==> src/rtl/alu_issue_unit_if.sv <==
// Instruction channel into alu_issue_unit: valid/ready handshake carrying opcode and register fields.
// The master offers the instruction and the slave returns ready.
interface alu_issue_unit_if;
  logic       instr_valid;
  logic       instr_ready;
  logic [3:0] instr_op;
  logic [2:0] instr_rd;
  logic [2:0] instr_rs;

  modport master (
    output instr_valid,
    output instr_op,
    output instr_rd,
    output instr_rs,
    input  instr_ready
  );

  modport slave (
    input  instr_valid,
    input  instr_op,
    input  instr_rd,
    input  instr_rs,
    output instr_ready
  );
endinterface

==> src/rtl/alu_issue_unit.sv <==
// Issue front-end for an external combinational 8-bit ALU: owns the register file and sequences read, execute and writeback.
// MULTIPLY writes its high byte a cycle later. Optional overflow trap is enabled by defining ALU_OVF_TRAP_EN.
module alu_issue_unit #(
  parameter int         NREGS     = 8,
  parameter logic [7:0] RESET_VAL = 8'h00,
  localparam int        AW        = $clog2(NREGS)
) (
  input  logic                 clk,
  input  logic                 rst_n,
  alu_issue_unit_if.slave      instr,
  input  logic                 ld_en,
  input  logic [AW-1:0]        ld_addr,
  input  logic [7:0]           ld_data,
  output logic [7:0]           alu_A,
  output logic [7:0]           alu_B,
  output logic [3:0]           alu_fsl,
  input  logic [7:0]           alu_result,
  input  logic [7:0]           alu_mul_high,
  input  logic [3:0]           alu_sreg,
  output logic [3:0]           flags,
  output logic                 busy,
  output logic                 wb_valid,
  output logic [AW-1:0]        wb_addr,
  output logic [7:0]           wb_data,
`ifdef ALU_OVF_TRAP_EN
  output logic                 ovf_trap,
  input  logic                 trap_clr,
`endif
  input  logic [AW-1:0]        rd_addr,
  output logic [7:0]           rd_data
);

  typedef enum logic [1:0] {IDLE, EXEC, WB_HI} state_t;

  localparam logic [3:0] OP_MUL = 4'hE;
  localparam logic [3:0] OP_CMP = 4'hF;

  state_t        state, state_nxt;
  logic [7:0]    regs [NREGS];
  logic [AW-1:0] rd_q;
  logic [AW-1:0] rd_hi;
  logic [3:0]    op_q;
  logic [7:0]    hold;
  logic          ready_int;
  logic          accept;
  logic          exec_wr;
  logic          hi_wr;
  logic          trap_hit;
  logic          trap_block;

  assign rd_hi = rd_q + AW'(1);

`ifdef ALU_OVF_TRAP_EN
  localparam logic [3:0] OP_ADD  = 4'h0;
  localparam logic [3:0] OP_ADDC = 4'h1;
  localparam logic [3:0] OP_SUB  = 4'h2;
  localparam logic [3:0] OP_SUBC = 4'h3;

  // Signed overflow on an add/subtract blocks the writeback and parks the unit until cleared.
  assign trap_hit   = (state == EXEC) && alu_sreg[3] &&
                      (op_q inside {OP_ADD, OP_ADDC, OP_SUB, OP_SUBC});
  assign trap_block = ovf_trap;

  always_ff @(posedge clk or negedge rst_n) begin
    if (!rst_n) begin
      ovf_trap <= 1'b0;
    end else if (trap_clr && (state == IDLE)) begin
      ovf_trap <= 1'b0;
    end else if (trap_hit) begin
      ovf_trap <= 1'b1;
    end
  end
`else
  assign trap_hit   = 1'b0;
  assign trap_block = 1'b0;
`endif

  always_ff @(posedge clk or negedge rst_n) begin
    if (!rst_n) begin
      state <= IDLE;
    end else begin
      state <= state_nxt;
    end
  end

  always_comb begin
    state_nxt = state;
    case (state)
      IDLE:    if (accept) state_nxt = EXEC;
      EXEC:    state_nxt = (op_q == OP_MUL) ? WB_HI : IDLE;
      WB_HI:   state_nxt = IDLE;
      default: state_nxt = IDLE;
    endcase
  end

  always_comb begin
    ready_int = 1'b0;
    accept    = 1'b0;
    busy      = 1'b0;
    exec_wr   = 1'b0;
    hi_wr     = 1'b0;
    case (state)
      IDLE: begin
        ready_int = !ld_en && !trap_block;
        accept    = ready_int && instr.instr_valid;
      end
      EXEC: begin
        busy    = 1'b1;
        exec_wr = (op_q != OP_CMP) && !trap_hit;
      end
      WB_HI: begin
        busy  = 1'b1;
        hi_wr = 1'b1;
      end
      default: ;
    endcase
  end

  assign instr.instr_ready = ready_int;

  // Load, low-byte and high-byte writes are exclusive by state, so one write port suffices.
  always_ff @(posedge clk or negedge rst_n) begin
    if (!rst_n) begin
      for (int i = 0; i < NREGS; i++) regs[i] <= RESET_VAL;
    end else if ((state == IDLE) && ld_en) begin
      regs[ld_addr] <= ld_data;
    end else if (exec_wr) begin
      regs[rd_q] <= alu_result;
    end else if (hi_wr) begin
      regs[rd_hi] <= hold;
    end
  end

  assign rd_data = regs[rd_addr];

  always_ff @(posedge clk or negedge rst_n) begin
    if (!rst_n) begin
      alu_A    <= '0;
      alu_B    <= '0;
      alu_fsl  <= '0;
      rd_q     <= '0;
      op_q     <= '0;
      hold     <= '0;
      flags    <= '0;
      wb_valid <= 1'b0;
      wb_addr  <= '0;
      wb_data  <= '0;
    end else begin
      wb_valid <= exec_wr || hi_wr;
      if (accept) begin
        alu_A   <= regs[instr.instr_rd];
        alu_B   <= regs[instr.instr_rs];
        alu_fsl <= instr.instr_op;
        rd_q    <= instr.instr_rd;
        op_q    <= instr.instr_op;
      end
      if (state == EXEC) begin
        flags <= alu_sreg;
        if (op_q == OP_MUL) hold <= alu_mul_high;
      end
      if (exec_wr) begin
        wb_addr <= rd_q;
        wb_data <= alu_result;
      end else if (hi_wr) begin
        wb_addr <= rd_hi;
        wb_data <= hold;
      end
    end
  end

endmodule

==> src/flat_wrapper.sv <==
// flat-port wrapper written by rule: the top's interface ports become plain ports
module alu_issue_unit_flat 
#(
  parameter int         NREGS     = 8,
  parameter logic [7:0] RESET_VAL = 8'h00,
  localparam int        AW        = $clog2(NREGS)
)
  (clk, rst_n, ld_en, ld_addr, ld_data, alu_A, alu_B, alu_fsl, alu_result, alu_mul_high, alu_sreg, flags, busy, wb_valid, wb_addr, wb_data, rd_addr, rd_data, instr_instr_valid, instr_instr_op, instr_instr_rd, instr_instr_rs, instr_instr_ready);
  alu_issue_unit_if instr_i ();
  input  logic clk;
  input  logic rst_n;
  input  logic ld_en;
  input  logic [AW-1:0] ld_addr;
  input  logic [7:0] ld_data;
  output logic [7:0] alu_A;
  output logic [7:0] alu_B;
  output logic [3:0] alu_fsl;
  input  logic [7:0] alu_result;
  input  logic [7:0] alu_mul_high;
  input  logic [3:0] alu_sreg;
  output logic [3:0] flags;
  output logic busy;
  output logic wb_valid;
  output logic [AW-1:0] wb_addr;
  output logic [7:0] wb_data;
  input  logic [AW-1:0] rd_addr;
  output logic [7:0] rd_data;
  input wire logic [$bits(instr_i.instr_valid)-1:0] instr_instr_valid;
  input wire logic [$bits(instr_i.instr_op)-1:0] instr_instr_op;
  input wire logic [$bits(instr_i.instr_rd)-1:0] instr_instr_rd;
  input wire logic [$bits(instr_i.instr_rs)-1:0] instr_instr_rs;
  output wire logic [$bits(instr_i.instr_ready)-1:0] instr_instr_ready;
  assign instr_i.instr_valid = instr_instr_valid;
  assign instr_i.instr_op = instr_instr_op;
  assign instr_i.instr_rd = instr_instr_rd;
  assign instr_i.instr_rs = instr_instr_rs;
  assign instr_instr_ready = instr_i.instr_ready;
  alu_issue_unit #(.NREGS(NREGS), .RESET_VAL(RESET_VAL)) u_core (.clk(clk), .rst_n(rst_n), .instr(instr_i), .ld_en(ld_en), .ld_addr(ld_addr), .ld_data(ld_data), .alu_A(alu_A), .alu_B(alu_B), .alu_fsl(alu_fsl), .alu_result(alu_result), .alu_mul_high(alu_mul_high), .alu_sreg(alu_sreg), .flags(flags), .busy(busy), .wb_valid(wb_valid), .wb_addr(wb_addr), .wb_data(wb_data), .rd_addr(rd_addr), .rd_data(rd_data));
endmodule
==> config.mk <==
export PLATFORM = sky130hd
export DESIGN_NAME = alu_issue_unit_flat
export DESIGN_NICKNAME = d
export VERILOG_FILES = /design/src/rtl/alu_issue_unit_if.sv /design/src/rtl/alu_issue_unit.sv /design/src/flat_wrapper.sv
export SDC_FILE = /design/constraint.sdc
export NUM_CORES = 1
export LEC_CHECK = 0
export CAP_MARGIN = 40
export CORE_UTILIZATION = 54
export CTS_BUF_LIST = sky130_fd_sc_hd__clkbuf_2
export DETAILED_ROUTE_END_ITERATION = 8
export GPL_ROUTABILITY_DRIVEN = 0
export PLACE_DENSITY = 0.79
export REMOVE_ABC_BUFFERS = 1
export SYNTH_ARGS = -nofsm -noshare
export SYNTH_HDL_FRONTEND = slang
export SYNTH_SLANG_ARGS = --single-unit
==> constraint.sdc <==
create_clock -name clk -period 1.75 [get_ports clk]
set_input_delay 0.175 -clock clk [delete_from_list [all_inputs] [get_ports clk]]
set_output_delay 0.175 -clock clk [all_outputs]
set_load 0.01 [all_outputs]
==> results of run 1 <==
[routing by layer]
| layer | track usage [%] | GRT overflow |
|---|---|---|
| met1 | 82.8 | 6 |
| met2 | 94.8 | 54 |
| met3 | 66.6 | 6 |
| met4 | 74.1 | 44 |
| met5 | 40.8 | 1 |
[synth_stat cells (all sizes together) (10+ instances only)]
master   number  area share (%)
nor4         64             4.3
mux2i        25             2.7
o21ai        21             1.2
a21bo        17             1.8
nand4       129             8.7
a21oi        11            0.60
mux4         48              12
clkbuf       82             3.3
nor2         10            0.41
buf          64             3.7
o221ai       64             6.1
nand3       133             7.2
mux2         27             3.3
dfrtp       113              31
nand2        28             1.1
a2111oi      64             6.1
[metrics by stage]
| step | hold slack (ps) | instance area (um2) | instances | util [%] |
|---|---|---|---|---|
| after floorplan | -121 | 8590 | 823 | - |
| after global placement | 89.4 | 12000 | 1382 | 72.1 |
| after detailed placement | 89.6 | 12000 | 1382 | 72.1 |
| after CTS | 5.87 | 15200 | 1506 | 91.6 |
[cell families after synthesis]
| group | share of synthesized area, % |
|---|---|
| buffers and inverters | 7.19 |
| flip-flops | 30.6 |
| multiplexers | 17.7 |
| XOR/XNOR | 0.190 |
| adder cells (fa/ha/maj) | 0.813 |
| AND/OR/NAND/NOR | 25.1 |
| AO/OA/AOI/OAI | 18.4 |
[what timing repair did]
action,in CTS
pin swaps,188
endpoints found under the hold margin,117
endpoints found under the setup margin,127
gates resized for setup,469
cloned,17
hold buffers,8
setup buffers,68
==> flow_metrics.env, run 1 <==
export IMPL_grt_max_degree=38
export IMPL_place_hpwl_mm=27.9
export IMPL_yosysWarnings=0
export IMPL_grt_usage_pct=80.3
export IMPL_postSynthAreaPerCell_um2=9.53
export IMPL_ctsLongestPathBuffers=2
export IMPL_pre_cts_slack_ps=-611
export IMPL_lastStage="global routing"
export IMPL_grt_pass1_wl_mm=104
export IMPL_overflow=111
export IMPL_die_h_um=133
export IMPL_netlist_area_um2=9240
export IMPL_cts_buffers=17
export IMPL_synth_ff_type="dfrtp_1"
export IMPL_async_flop_share_pct=100
export IMPL_clock_sinks=113
export IMPL_ioPinCount=94
export IMPL_seq_area_frac_synth_pct=30.6
export IMPL_ys_ff_latch=113
export IMPL_firstError="[ERROR GRT-0116] Global routing finished with congestion. Check the congestion regions in the DRC Viewer."
export IMPL_synthDistinctLibCells=42
export IMPL_start_util_pct=55.5
export IMPL_h_tree_depth=4
export IMPL_port_buffers=93
export IMPL_grt_pass1_vias=15500
export IMPL_rows=47
export IMPL_synthCells=969
export IMPL_root_buffer="clkbuf_2"
export IMPL_synth_edff_count=0
export IMPL_status="did not finish"
export IMPL_die_w_um=133
==> run 2: changes to the inputs <==
- CORE_UTILIZATION: 54 -> 40
- CTS_BUF_LIST: sky130_fd_sc_hd__clkbuf_2 -> not set
- PLACE_DENSITY: 0.79 -> not set
- PLACE_DENSITY_LB_ADDON: not set -> 0.15
- clock period: 1.75 -> 2.3 ns (I/O delays scaled with it)
==> run 2 against run 1 <==
Effect of this change: the flow now finishes without violations; synthesized cell count did not move; area after synthesis did not move.
==> flow_metrics.env, run 2 <==
export IMPL_status="completed"
export IMPL_postSynthAreaPerCell_um2=9.53
export IMPL_synthCells=969
export IMPL_synth_simple_area_share_pct=25.1
export IMPL_async_flop_share_pct=100
export IMPL_ctsLongestPathBuffers=2
export IMPL_r2r_slack_ps=50
export IMPL_die_h_um=154
export IMPL_synth_edff_count=0
export IMPL_synthTopCellsByCount="nand3_1, nand4_1, dfrtp_1"
export IMPL_drtIter0Drc=1427
export IMPL_fillers=2080
export IMPL_nets=1103
export IMPL_slew_headroom_pct=48.6
export IMPL_dr_total_vias=9880
export IMPL_start_util_pct=40.8
export IMPL_fmax_mhz=444
export IMPL_routedWlPerCell_um=28.6
export IMPL_worstPathRequired_ps=2660
export IMPL_worstPathArrival_ps=2610
export IMPL_top_register="u_core.regs"
export IMPL_die_area_um2=23700
export IMPL_power_density_nw_per_um2=1460
export IMPL_ys_ff_latch=113
export IMPL_crit_path_cell_trace="inv_1 -> ha_2 -> inv_2 -> buf_4 -> nor3_4 -> o221ai_1 -> nand4_1"
export IMPL_worst_path_buf_inv=3
export IMPL_finalHoldViolCount=0
export IMPL_grt_max_degree=69
export IMPL_clock_sinks=113
export IMPL_port_buffers=93
export IMPL_critPathKind="register to register"
export IMPL_ant_nets=0
export IMPL_worst_pin_slew_ps=767
export IMPL_cp_slowest_stage_delay_ps=400
export IMPL_fin_crit_ps=2250
export IMPL_reg2reg_from="u_core.state[1]"
export IMPL_finalInstanceArea_um2=11700
export IMPL_maxCapViolations=0
export IMPL_synth_top_family_by_area="simple AND/OR/NAND/NOR gates"
export IMPL_die_w_um=154
export IMPL_antenna_found_initial=0
export IMPL_synthDistinctLibCells=42
export IMPL_h_tree_depth=4
export IMPL_pre_cts_slack_ps=-143
export IMPL_netlist_area_um2=9240
export IMPL_synthMuxAreaShare_pct=17.7
export IMPL_firstDrtPassIters=6
export IMPL_clock_latency_ps=430
export IMPL_postRouteWirelength_mm=38.6
export IMPL_yosysWarnings=0
export IMPL_placed_area_um2=10900
export IMPL_cts_tree="yes"
export IMPL_area_delta_synth_final_pct=26.8
export IMPL_drc=0
export IMPL_grt_pass1_wl_mm=58.1
export IMPL_largest_reg_flops=64
export IMPL_clock_skew_ps=8.91
export IMPL_end_kind="register"
export IMPL_synth_compound_area_share_pct=18.4
export IMPL_drive_gt1_share_pct=28.0
export IMPL_place_hpwl_mm=26.3
export IMPL_cts_buffers=17
export IMPL_rows=55
export IMPL_r2r_end="u_core.regs[15]"
export IMPL_grt_pass1_vias=9064
export IMPL_synth_most_common_cell="nand3_1"
export IMPL_setup_ws_ps=49.9
export IMPL_yosys_area_share_adder_pct=0.813
export IMPL_clk_pin_slew_worst_paths_ps=60
export IMPL_hold_path_class="primary input to asynchronous set/reset pin"
export IMPL_core_region_area_um2=22600
export IMPL_r2r_cells=7
export IMPL_layout_common_cells="nand3_1, nand4_1, buf_4, dfrtp_1, clkdlybuf4s50_1"
export IMPL_start_kind="register"
export IMPL_ir_worst_vdd_mv=0.665
export IMPL_grt_usage_pct=32.8
export IMPL_overflow=0
export IMPL_cp_slowest_cell="nor3_4"
export IMPL_setup_violations=0
export IMPL_layout_commonest_cell="nand3_1"
export IMPL_synth_ff_type="dfrtp_1"
export IMPL_final_max_slew_viol_count=0
export IMPL_fin_total_pwr_mw=17.1
export IMPL_seq_area_frac_synth_pct=30.6
export IMPL_leakagePower_nw=4.04
export IMPL_synth_area_leader_cell="dfrtp_1"
export IMPL_ioPinCount=94
export IMPL_synth_xor_area_share_pct=0.190
export IMPL_yosysTopAreaCellShare_pct=30.6
export IMPL_ys_top_cells_by_area="dfrtp_1, mux4_2, nand4_1"
export IMPL_cp_top_family="simple AND/OR/NAND/NOR gates"
export IMPL_period_share_pct=97.8
export IMPL_viasPerCell=7.33
export IMPL_crit_path_max_fanout=21
export IMPL_root_buffer="clkbuf_16"
## run 2: cell counts after synthesis
No cell type changed its count.
## run 2: repair_timing
action / CTS / global route
gates resized for setup: 28 / 31
gates cloned: 1 / 1
endpoints found under the hold margin: 14 / 0
pin swaps: 0 / 2
hold buffers: 1 / 0
endpoints found under the setup margin: 23 / 65
setup buffers: 9 / 0
## run 2: kinds of logic (layout without fill, tap and decap cells)
logic type | Yosys count | after routing
flops | 113 | 113
mux | 100 | 100
simple gates | 404 | 404
xor+xnor | 2 | 2
compound gates | 194 | 195
fa+ha+maj | 6 | 6
other cells | 0 | 1
buf+inv | 150 | 242
## run 2: worst max path at each step
| stage | end | slack [ps] | start | cells after the start |
|---|---|---|---|---|
| global placement | rd_data[4] | -130 | rd_addr[0] | 5 |
| global route | u_core.regs[19] | -10 | u_core.rd_q[0] | 5 |
| CTS | u_core.regs[12] | 8 | u_core.state[0] | 8 |
| detailed placement | rd_data[4] | -140 | rd_addr[0] | 5 |
| finish | u_core.regs[15] | 50 | u_core.state[1] | 7 |
| floorplan | u_core.regs[18] | -3920 | u_core.alu_fsl[0] | 4 |
## run 2: cell type report
| class | count | area, um2 | share of cell area, % |
|---|---|---|---|
| Clock buffer | 19 | 443 | 3.78 |
| Sequential cell | 113 | 2850 | 24.3 |
| Timing Repair Buffer | 206 | 1990 | 16.9 |
| Multi-Input combinational cell | 707 | 5880 | 50.2 |
| Clock inverter | 13 | 186 | 1.59 |
| Tap cell | 285 | 357 | 3.04 |
| Inverter | 4 | 15.0 | 0.128 |
| Antenna cell | 1 | 2.50 | 0.0214 |
## run 2: where the power goes
group          total, mW  internal, mW  switching [mW]  leakage, nW
combinational       10.2          4.40            5.77         2.59
clock               2.89          1.84            1.05        0.295
sequential          4.07          2.96            1.11         1.16
total               17.1          9.20            7.93         4.04
## run 2: per-stage QoR
stage                     utilization [%]  hold slack, ps  setup TNS (ps)  cells
after global routing                 51.7             235           -15.4   1347
after CTS                            51.4             228               0   1346
after floorplan                         -           -65.6         -252980    823
after global placement               48.0             116           -1440   1303
final                                51.7             211               0   1348
after detailed placement             48.0             117           -2900   1303
## run 2: routing by layer
layer | wire length (um) | up-vias | GRT usage, % | share of wire, %
li1 | - | 4204 | - | -
met1 | 15900 | 4918 | 46.2 | 41
met2 | 16800 | 657 | 47.6 | 44
met3 | 4360 | 101 | 8.31 | 11
met4 | 1540 | 0 | 13.9 | 4.0
met5 | 0 | - | 0 | 0
(Power assumes the default switching activity.)
